**src/rtl/spin_pkg.sv**
```systemverilog
// Shared types and constants for the LED wheel spinner: FSM states, default
// wheel size and the 8-bit LFSR seed/feedback taps.
package spin_pkg;

    typedef enum logic [1:0] {
        IDLE = 2'd0,
        SPIN = 2'd1,
        SLOW = 2'd2
    } state_e;

    localparam int         NUM_POS_DEF = 6;
    localparam logic [7:0] LFSR_SEED   = 8'hA5;
    // Feedback from bits 7,5,4,3 realises x^8+x^6+x^5+x^4+1.
    localparam logic [7:0] LFSR_TAPS   = 8'hB8;

endpackage

```
**src/rtl/lfsr8.sv**
```systemverilog
// Free-running 8-bit Fibonacci LFSR; shifts every cycle and, being maximal
// length from a non-zero seed, never reaches the all-zero lock-up state.
module lfsr8
    import spin_pkg::*;
(
    input  logic       clk_i,
    input  logic       rst_ni,
    output logic [7:0] value_o
);

    logic [7:0] lfsr_q;
    logic [7:0] lfsr_d;

    always_comb begin
        lfsr_d = {lfsr_q[6:0], ^(lfsr_q & LFSR_TAPS)};
    end

    always_ff @(posedge clk_i or negedge rst_ni) begin
        if (!rst_ni) begin
            lfsr_q <= LFSR_SEED;
        end else begin
            lfsr_q <= lfsr_d;
        end
    end

    assign value_o = lfsr_q;

endmodule

```
**src/rtl/spin_ctrl.sv**
```systemverilog
// LED wheel spinner: fast phase of a pseudo-random step count, then a slow
// phase with a growing step interval, then stop with a one-cycle done pulse.
module spin_ctrl
    import spin_pkg::*;
#(
    parameter int unsigned      NUM_POS    = NUM_POS_DEF,
    parameter int unsigned      CNT_W      = 16,
    parameter logic [CNT_W-1:0] STEP_INIT  = 16'd2500,
    parameter logic [CNT_W-1:0] STEP_INC   = 16'd1500,
    parameter logic [CNT_W-1:0] STEP_MAX   = 16'd40000,
    parameter logic [7:0]       FAST_STEPS = 8'd18,
    parameter bit               RAND_EN    = 1'b1
) (
    input  logic       clk_i,
    input  logic       rst_ni,
    input  logic       start_i,
    output logic [2:0] pos_o,
    output logic       running_o,
    output logic       done_o
);

    if (STEP_INIT < 1 || FAST_STEPS < 1) begin : g_param_check
        $error("spin_ctrl: STEP_INIT and FAST_STEPS must both be at least 1");
    end

    localparam logic [2:0]       POS_LAST = 3'(NUM_POS - 1);
    localparam logic [CNT_W-1:0] CNT_ONE  = CNT_W'(1);

    state_e           state_q, state_d;
    logic [CNT_W-1:0] tick_q, tick_d;
    logic [CNT_W-1:0] interval_q, interval_d;
    logic [7:0]       fast_left_q, fast_left_d;
    logic [2:0]       pos_q, pos_d;
    logic             running_q, running_d;
    logic             done_q, done_d;

    logic [7:0]       lfsr;
    logic [7:0]       rand_add;
    logic             step;
    logic [CNT_W:0]   interval_sum;
    logic             over_max;

    lfsr8 u_lfsr (
        .clk_i   (clk_i),
        .rst_ni  (rst_ni),
        .value_o (lfsr)
    );

    assign rand_add     = RAND_EN ? (lfsr & 8'h0F) : 8'd0;
    assign step         = (tick_q == interval_q - CNT_ONE);
    // Widened by one bit so a large increment cannot wrap below the ceiling.
    assign interval_sum = {1'b0, interval_q} + {1'b0, STEP_INC};
    assign over_max     = interval_sum > {1'b0, STEP_MAX};

    always_ff @(posedge clk_i or negedge rst_ni) begin
        if (!rst_ni) begin
            state_q     <= IDLE;
            tick_q      <= '0;
            interval_q  <= STEP_INIT;
            fast_left_q <= '0;
            pos_q       <= '0;
            running_q   <= 1'b0;
            done_q      <= 1'b0;
        end else begin
            state_q     <= state_d;
            tick_q      <= tick_d;
            interval_q  <= interval_d;
            fast_left_q <= fast_left_d;
            pos_q       <= pos_d;
            running_q   <= running_d;
            done_q      <= done_d;
        end
    end

    always_comb begin
        state_d = state_q;
        case (state_q)
            IDLE:    if (start_i) state_d = SPIN;
            SPIN:    if (step && fast_left_q == 8'd1) state_d = SLOW;
            SLOW:    if (step && over_max) state_d = IDLE;
            default: state_d = IDLE;
        endcase
    end

    always_comb begin
        tick_d      = tick_q;
        interval_d  = interval_q;
        fast_left_d = fast_left_q;
        pos_d       = pos_q;
        running_d   = running_q;
        done_d      = 1'b0;
        case (state_q)
            IDLE: begin
                running_d = 1'b0;
                if (start_i) begin
                    running_d   = 1'b1;
                    tick_d      = '0;
                    interval_d  = STEP_INIT;
                    fast_left_d = FAST_STEPS + rand_add;
                end
            end
            SPIN, SLOW: begin
                tick_d = tick_q + CNT_ONE;
                if (step) begin
                    tick_d = '0;
                    pos_d  = (pos_q == POS_LAST) ? 3'd0 : pos_q + 3'd1;
                    if (state_q == SPIN) begin
                        fast_left_d = fast_left_q - 8'd1;
                    end else if (over_max) begin
                        running_d = 1'b0;
                        done_d    = 1'b1;
                    end else begin
                        interval_d = interval_sum[CNT_W-1:0];
                    end
                end
            end
            default: ;
        endcase
    end

    assign pos_o     = pos_q;
    assign running_o = running_q;
    assign done_o    = done_q;

endmodule

```
**config.mk**
```make
export PLATFORM = sky130hd
export DESIGN_NAME = spin_ctrl
export DESIGN_NICKNAME = d
export VERILOG_FILES = /design/src/rtl/spin_pkg.sv /design/src/rtl/lfsr8.sv /design/src/rtl/spin_ctrl.sv
export SDC_FILE = /design/constraint.sdc
export NUM_CORES = 1
export LEC_CHECK = 0
export CAP_MARGIN = 20
export CORE_ASPECT_RATIO = 0.75
export CORE_MARGIN = 2
export CORE_UTILIZATION = 60
export CTS_CLUSTER_DIAMETER = 60
export CTS_CLUSTER_SIZE = 30
export DETAILED_ROUTE_END_ITERATION = 6
export GPL_TIMING_DRIVEN = 0
export PLACE_DENSITY = 0.77
export SYNTH_ARGS = -nofsm -noshare
export SYNTH_HDL_FRONTEND = slang
export SYNTH_SLANG_ARGS = --single-unit
```
**constraint.sdc**
```tcl
create_clock -name clk_i -period 4.7 [get_ports clk_i]
set_clock_uncertainty 0.05 [all_clocks]
set_input_delay 0.47 -clock clk_i [delete_from_list [all_inputs] [get_ports clk_i]]
set_output_delay 0.47 -clock clk_i [all_outputs]
set_load 0.05 [all_outputs]
```
==> results.md, run 1 <==
* Global placer's final weighted congestion at about 0.92
* Worst-case reg-to-reg path depth at 12
* Vias post-DR at 3384
* Proportion of power drawn by the clock network at 15.7%
* Biggest area consumer among synthesized cells: sky130_fd_sc_hd__dfrtp_1
* H-tree level count at 2
* Layout cell share with drive strength beyond 1 at 12.39%
* Pwr Density at 438.1 nW/um^2
* Number of max-slew violations in the final report at 0
* Slew headroom at 40.05%
* Worst IR Drop VDD at ~0.3 mV
* Residual DRC count at 0
* Fmax at 277.7 MHz
* Final period utilization at 76.62%
* Die Wd at 95.71 um
* Setup Crit Path Kind: flop to flop
* Result of the run: complete, no violations
* Seq. cell area at 1338 um^2
* Leakage at between 1.5 and 2 nW
* Layout-stage area growth over the synthesis result at 7.405%
* Drt first pass iters at 5
* Cell at the root of the clock tree: sky130_fd_sc_hd__clkbuf_8
* Average cell area after synthesis at 8.843 um^2
* First-pass GRT wire length at 15130 um
* Flop and latch count out of synthesis at 53
* Max-cap violation count at 0
* Nets in the synthesized netlist at approximately 440
* Top cells by count, synth: 46 x sky130_fd_sc_hd__nand2_1, 44 x sky130_fd_sc_hd__dfrtp_1, 30 x sky130_fd_sc_hd__o21ai_0, 26 x sky130_fd_sc_hd__nor2_1, 15 x sky130_fd_sc_hd__nand3_1
* Via density per instance at 6.446
* Setup slack at placement at 1.174 ns
* Worst-path fanout max at 10
* Post-CTS clock slew at the launch and capture registers of the worst setup and hold paths at 0.11 ns
* Proportion of register bits with asynchronous set or reset after synthesis at 100.0%
* Gate Count Post-Synth at around 430
* TritonCTS clock tree: built
* Buffer levels on the longest clock path at 2
* Buffers on Ports at 7
* Top flip-flop cell by instance count after synthesis: sky130_fd_sc_hd__dfrtp_1
* Final net count at ~460
* Boundary pin count at 8
* Yosys warning total at 0
* Quantity of gates resized following cts at 0
* Top-area cell type share of the netlist area at 29.09%
* Number of global-route vias before repair at 3092
* Crit path required time at 4.87 ns
* Area of the die at 6966 um^2
* Sum of routed wire length over all layers at roughly 9300 um
* Share of total power in sequential cells at 34.1%
* Post-synthesis cell type count at 70
* TritonCTS Buffers at 5
* Dpl hpwl at about 6800 um
* Number of antenna diodes at 0
* Row cnt at 25
* Remaining antenna violation count after routing at 0
* Clock Sinks at 53
* Post-synthesis instance area at approximately 3800 um^2
* Switching Share at a little under half
* Arrival @ worst endpoint at 3.77 ns
* Fin crit period at 3.601 ns
* Post-layout util at 65.64%
* Maximum number of pins on one net before global-route repair at 30
* Cell-internal power at ~0.00096 W
* Startpoint types: flop
* Path category of the worst min-delay check: input port to async pin
* Most frequent cell after synthesis: sky130_fd_sc_hd__nand2_1
* Antenna violations before repair at 0
* RSZ-0062 raised after global routing: no
* Routed len/inst at 17.72 um
* Core Region at 6193 um^2
* Die span in y at a little over 70 um
* Number of setup violations in the final report at 0
* Starting density of the core at between 60 and 70%
* Crit end category: flop
* Fin Setup TNS at 0 ns
* Net switching power of the design at about 0.0008 W
* Final Worst Setup Slack at about 1.1 ns
* Seq/Total Area, Yosys at 35.34%
* Post-CTS Hold Buffers at 0
* Initial drt markers at about 370
* EDFF count, synth at 0
* Power Total at 0.001781 W
* Total grt overflow at 0
* Overall Global Routing Usage at 27.90%
* Endpoints failing hold at 0
* Setup repair bufs after CTS at 0
* Power share of the combinational group at 50.2%
* Total area of multi-input combinational cells at about 2200 um^2
* Biggest area contributors in the synthesized netlist: sky130_fd_sc_hd__dfrtp_1 29%, sky130_fd_sc_hd__dfstp_2 6.2%, sky130_fd_sc_hd__nand2_1 4.6%
* Worst skew pair latency at 0.32 ns
* Number of filler cells placed in the layout at 515
* Slew of the pin with the lowest slew margin at just under 0.9 ns
[flip-flops by register name (all words and copies together), names as in the netlist]
name and count:
tick_q 16, interval_q 14, fast_left_q 8, u_lfsr.value_o 8, pos_o 3, state_q 2
done_o 1, running_o 1
[cell usage in the layout, fill, tap and decap left out, types with 5 or more instances in the layout]
cell	count
sky130_fd_sc_hd__ha_1	10
sky130_fd_sc_hd__buf_2	12
sky130_fd_sc_hd__nand2_1	46
sky130_fd_sc_hd__dfrtp_1	44
sky130_fd_sc_hd__clkbuf_8	5
sky130_fd_sc_hd__clkbuf_1	13
sky130_fd_sc_hd__xnor2_1	14
sky130_fd_sc_hd__clkdlybuf4s50_1	6
sky130_fd_sc_hd__a211oi_1	7
sky130_fd_sc_hd__inv_1	14
sky130_fd_sc_hd__or3_1	10
sky130_fd_sc_hd__nor2b_1	5
sky130_fd_sc_hd__nand2b_1	9
sky130_fd_sc_hd__nor3_1	13
sky130_fd_sc_hd__a21oi_1	11
sky130_fd_sc_hd__nor2_1	26
sky130_fd_sc_hd__and3_1	10
sky130_fd_sc_hd__o21ai_0	30
sky130_fd_sc_hd__nand3_1	15
sky130_fd_sc_hd__nor4_1	8
sky130_fd_sc_hd__dfstp_2	9
sky130_fd_sc_hd__nor3b_1	7
sky130_fd_sc_hd__a21o_1	10
sky130_fd_sc_hd__xor2_1	11
[logic make-up after synthesis]
group / after synthesis / synth area share, %
fa+ha+maj: 10 / 3.306
simple gates: 170 / 24.73
xor+xnor: 26 / 6.380
mux: 6 / 1.653
flops: 53 / 35.34
buf+inv: 45 / 5.719
compound gates: 118 / 22.88
[layout make-up]
cell class                      count  area share, %
Clock buffer                        5          1.693
Buffer                             31          4.032
Sequential cell                    53          32.90
Timing Repair Buffer                8          2.093
Clock inverter                      3         0.6156
Inverter                           14          1.293
Multi-Input combinational cell    330          54.88
Tap cell                           81          2.493
[power by group through the flow]
stage / Sequential [W] / Clock (W) / Combinational [W]
2_1_floorplan: 0.000611 / 0 / 0.000647
3_3_place_gp: 0.000609 / 0 / 0.000850
3_5_place_dp: 0.000614 / 0 / 0.000879
4_1_cts: 0.000606 / 0.000286 / 0.000881
5_1_grt: 0.000621 / 0.000303 / 0.000979
6_report: 0.000606 / 0.000280 / 0.000894
[routing by layer]
metal / share of wire, % / track usage (%) / vias to the layer above
li1: - / - / 1608
met1: 50 / 42.83 / 1652
met2: 43 / 41.72 / 116
met3: 5.8 / 4.442 / 8
met4: 0.89 / 5.714 / 0
met5: 0 / 0 / -
[worst max-delay path, cell delays in order, from the launching register on]
cell                        delay [ns]
sky130_fd_sc_hd__dfstp_2          0.55
sky130_fd_sc_hd__buf_2            0.21
sky130_fd_sc_hd__inv_1            0.09
sky130_fd_sc_hd__ha_1             0.27
sky130_fd_sc_hd__nand2b_1         0.23
sky130_fd_sc_hd__a21boi_1         0.25
sky130_fd_sc_hd__or4b_4           0.58
sky130_fd_sc_hd__a2111oi_4        0.34
sky130_fd_sc_hd__nand4_1          0.15
sky130_fd_sc_hd__nand3b_2         0.18
sky130_fd_sc_hd__buf_6            0.18
sky130_fd_sc_hd__nand4_4          0.15
sky130_fd_sc_hd__o31ai_1          0.25
[worst paths after layout]
path,startpoint,to,slack [ns]
worst max register to register,interval_q[2],interval_q[5],1.10
worst max-delay path,interval_q[2],interval_q[5],1.10
worst min register to register,u_lfsr.value_o[6],u_lfsr.value_o[7],0.32
worst min-delay path,rst_ni,pos_o[2],0.11
min in group clk_i,u_lfsr.value_o[6],u_lfsr.value_o[7],0.32
max in group asynchronous,rst_ni,interval_q[7],3.84
[stage by stage]
stage | cells | hold WS, ns | instance area, um^2
after floorplan | 428 | 0.1244 | 3785
after global placement | 516 | 0.2847 | 3956
after detailed placement | 517 | 0.2923 | 3971
after CTS | 525 | 0.1378 | 4065
after global routing | 525 | 0.1728 | 4065
final | 525 | 0.1092 | 4065
Note: power is estimated with default switching activity, not from simulation.
==> inputs of run 2 (changes only) <==
--- a/config.mk
+++ b/config.mk
@@ -8,7 +8,7 @@
 export CAP_MARGIN = 20
 export CORE_ASPECT_RATIO = 0.75
 export CORE_MARGIN = 2
-export CORE_UTILIZATION = 60
+export CORE_UTILIZATION = 57
 export CTS_CLUSTER_DIAMETER = 60
 export CTS_CLUSTER_SIZE = 30
 export DETAILED_ROUTE_END_ITERATION = 6
==> constraint.sdc (replaced) <==
create_clock -name clk_i -period 3.2 [get_ports clk_i]
set_clock_uncertainty 0.05 [all_clocks]
set_input_delay 0.32 -clock clk_i [delete_from_list [all_inputs] [get_ports clk_i]]
set_output_delay 0.32 -clock clk_i [all_outputs]
set_load 0.05 [all_outputs]
==> run 2 against run 1 <==
  * Sequential power is 48% higher
  * Combinational power is 69% higher
  * Critical path type unchanged
  * Flip-flop and latch count stayed put
  * Worst hold slack better by 0.20 ns
  * Critical endpoint is now fast_left_q[5]
  * Via count is 0.77% higher
  * Non-clock buffer count is 7 higher
  * Sequential share of layout area is 1.9 points lower
  * Worst setup slack worse by 1.0 ns
  * Core utilization is 2.4 points higher
==> results.md, run 2 (same netlist as run 1, synthesis figures left out) <==
* Result of the run: complete, no violations
* Endpoints failing hold at 0
* Number of global-route vias before repair at 3252
* Maximum number of pins on one net before global-route repair at 37
* Pwr Density at between 600 and 700 nW/um^2
* Via density per instance at 6.398
* Worst-path fanout max at 11
* Worst stage delay on the critical path at 0.60 ns
* Commonest non-fill, non-tap cells in the layout: 46 x sky130_fd_sc_hd__nand2_1, 42 x sky130_fd_sc_hd__dfrtp_1, 27 x sky130_fd_sc_hd__o21ai_0
* Buffers on Ports at 7
* Total grt overflow at 0
* Layout cell share with drive strength beyond 1 at 17.92%
* Path category of the worst min-delay check: flop to flop
* Setup slack of the most critical reg-to-reg path at 0.08 ns
* Sum of routed wire length over all layers at 9858 um
* Routed len/inst at about 18 um
* Final period utilization at 97.56%
* Worst setup path startpoint: interval_q[5]
* First-pass GRT wire length at 16180 um
* Largest registers: tick_q x16, interval_q x14
* Cell-by-cell trace of the critical path: or4_4 -> or3_1 -> a211oi_2 -> a21boi_1 -> and4b_1 -> buf_6 -> a31oi_4 -> buf_6 -> a211o_1
* Most common cell type on the critical path: sky130_fd_sc_hd__buf_6
* Max FFs per register at 16
* Cells after DPL at 517
* Overall Global Routing Usage at 28.03%
* Final net count at 464
* Number of antenna diodes at 0
* Number of setup violations in the final report at 0
* Final Worst Setup Slack at 0.07796 ns
* Setup Crit Path Kind: flop to flop
* Area of the die at 7315 um^2
* Layout-stage area growth over the synthesis result at 14.15%
* Global placer's final weighted congestion at 0.9577
* Antenna violations before repair at 0
* Post-CTS clock slew at the launch and capture registers of the worst setup and hold paths at between 0.1 and 0.15 ns
* Most common cell after layout, fill and taps aside: sky130_fd_sc_hd__nand2_1
* Crit end category: flop
* Initial drt markers at 353
* Worst skew pair latency at 0.33 ns
* Buffer levels on the longest clock path at 2
* Register with the highest flop count: tick_q
* CP endpoint: fast_left_q[5]
* Boundary pin count at 8
* Fin crit period at 3.122 ns
* TritonCTS Buffers at 5
* Number of max-slew violations in the final report at 0
* H-tree level count at 2
* Vias post-DR at 3410
* Slowest cell on the critical path: sky130_fd_sc_hd__or4_4
* Dpl hpwl at 6918 um
* Remaining antenna violation count after routing at 0
* Worst IR Drop VDD at 0.3334 mV
* Reg-to-Reg End: fast_left_q[5]
* Startpoint types: flop
* Crit path required time at 3.37 ns
* Worst reg2reg startpoint: interval_q[5]
* Row cnt at 25
* Residual DRC count at 0
* Die Wd at slightly below 100 um
* Fmax at 320.3 MHz
* TritonCTS clock tree: built
* Arrival @ worst endpoint at around 3.3 ns
* Core Region at 6350 um^2
* Slew headroom at 50.79%
* Drt first pass iters at 6
* Number of filler cells placed in the layout at 507
* Cell at the root of the clock tree: sky130_fd_sc_hd__clkbuf_8
* Slew of the pin with the lowest slew margin at 0.7365 ns
* Setup slack at placement at -0.4570 ns
* Leakage at between 1.5 and 2 nW
* Worst-case reg-to-reg path depth at 9
* Max-cap violation count at 0
* Die span in y at 74.57 um
* Clock Sinks at 53
* Starting density of the core at 59.61%
* Non-filler instance count after layout at 533
==> run 2: changes by cell type in the layout (fill, tap and decap cells not counted), moves of 3 or more <==
cell / delta
sky130_fd_sc_hd__o31ai_1: -3
sky130_fd_sc_hd__clkbuf_4: +3
sky130_fd_sc_hd__buf_4: +6
sky130_fd_sc_hd__o21ai_0: -3
sky130_fd_sc_hd__buf_2: -5
==> run 2: where the power goes <==
group          leakage, nW  internal (W)  switching [W]
Clock               0.0452      0.000160       0.000255
Sequential           0.667      0.000785       0.000111
Combinational         1.07      0.000575       0.000939
Total                 1.79       0.00152        0.00130
==> run 2: how the worst min path moves through the flow <==
stage                              to  cells after the start              start  slack [ns]
detailed placement     interval_q[15]                      1             rst_ni        0.24
floorplan                      done_o                      0             rst_ni       -0.03
global placement    u_lfsr.value_o[7]                      0  u_lfsr.value_o[6]        0.28
global route        u_lfsr.value_o[7]                      0  u_lfsr.value_o[6]        0.33
CTS                 u_lfsr.value_o[7]                      0  u_lfsr.value_o[6]        0.32
finish              u_lfsr.value_o[7]                      0  u_lfsr.value_o[6]        0.31
==> run 2: area by class of cell <==
| cell class | count | area, um^2 | area share [%] |
|---|---|---|---|
| plain buffers | 27 | 163.9 | 3.794 |
| well taps | 81 | 101.3 | 2.346 |
| flip-flops and latches | 53 | 1340 | 31.02 |
| clock inverters | 3 | 25.02 | 0.5792 |
| multi-input cells | 331 | 2389 | 55.29 |
| inverters | 14 | 52.55 | 1.216 |
| repair buffers | 19 | 180.2 | 4.170 |
| clock buffers | 5 | 68.82 | 1.593 |
==> run 2: through the flow <==
step | power, W | hold WS, ns | utilization [%] | cell area (um^2) | TNS [ns]
global placement | 0.002161 | 0.2844 | 62.31 | 3956 | -6.944
CTS | 0.002650 | 0.3160 | 64.93 | 4123 | 0
finish | 0.002825 | 0.3131 | 68.04 | 4320 | 0
floorplan | 0.001849 | -0.02559 | - | 3785 | 0
global route | 0.003005 | 0.3269 | 68.04 | 4320 | -0.05199
detailed placement | 0.002202 | 0.2401 | 62.54 | 3971 | -9.950
==> run 2: repair_timing <==
action                                  4_1_cts  5_1_grt
hold buffers                                  1        0
resized for setup                             9       29
pin swaps                                     0        6
buffers inserted                              1        8
endpoints found under the setup margin       41       40
cloned                                        0        2
endpoints found under the hold margin        13        0
==> run 2: metal layers <==
metal | GRT usage (%) | vias to the layer above | wire, um
li1 | - | 1622 | -
met1 | 39.67 | 1624 | 4585
met2 | 44.37 | 150 | 4251
met3 | 6.767 | 14 | 900
met4 | 6.327 | 0 | 121
met5 | 0 | - | 0
==> run 2: worst max-delay path: cells and delay by family (launching register included) <==
family	cells	cell delay, ns
simple gates	3	1.20
buf+inv	2	0.39
compound gates	4	0.89
flops	1	0.49
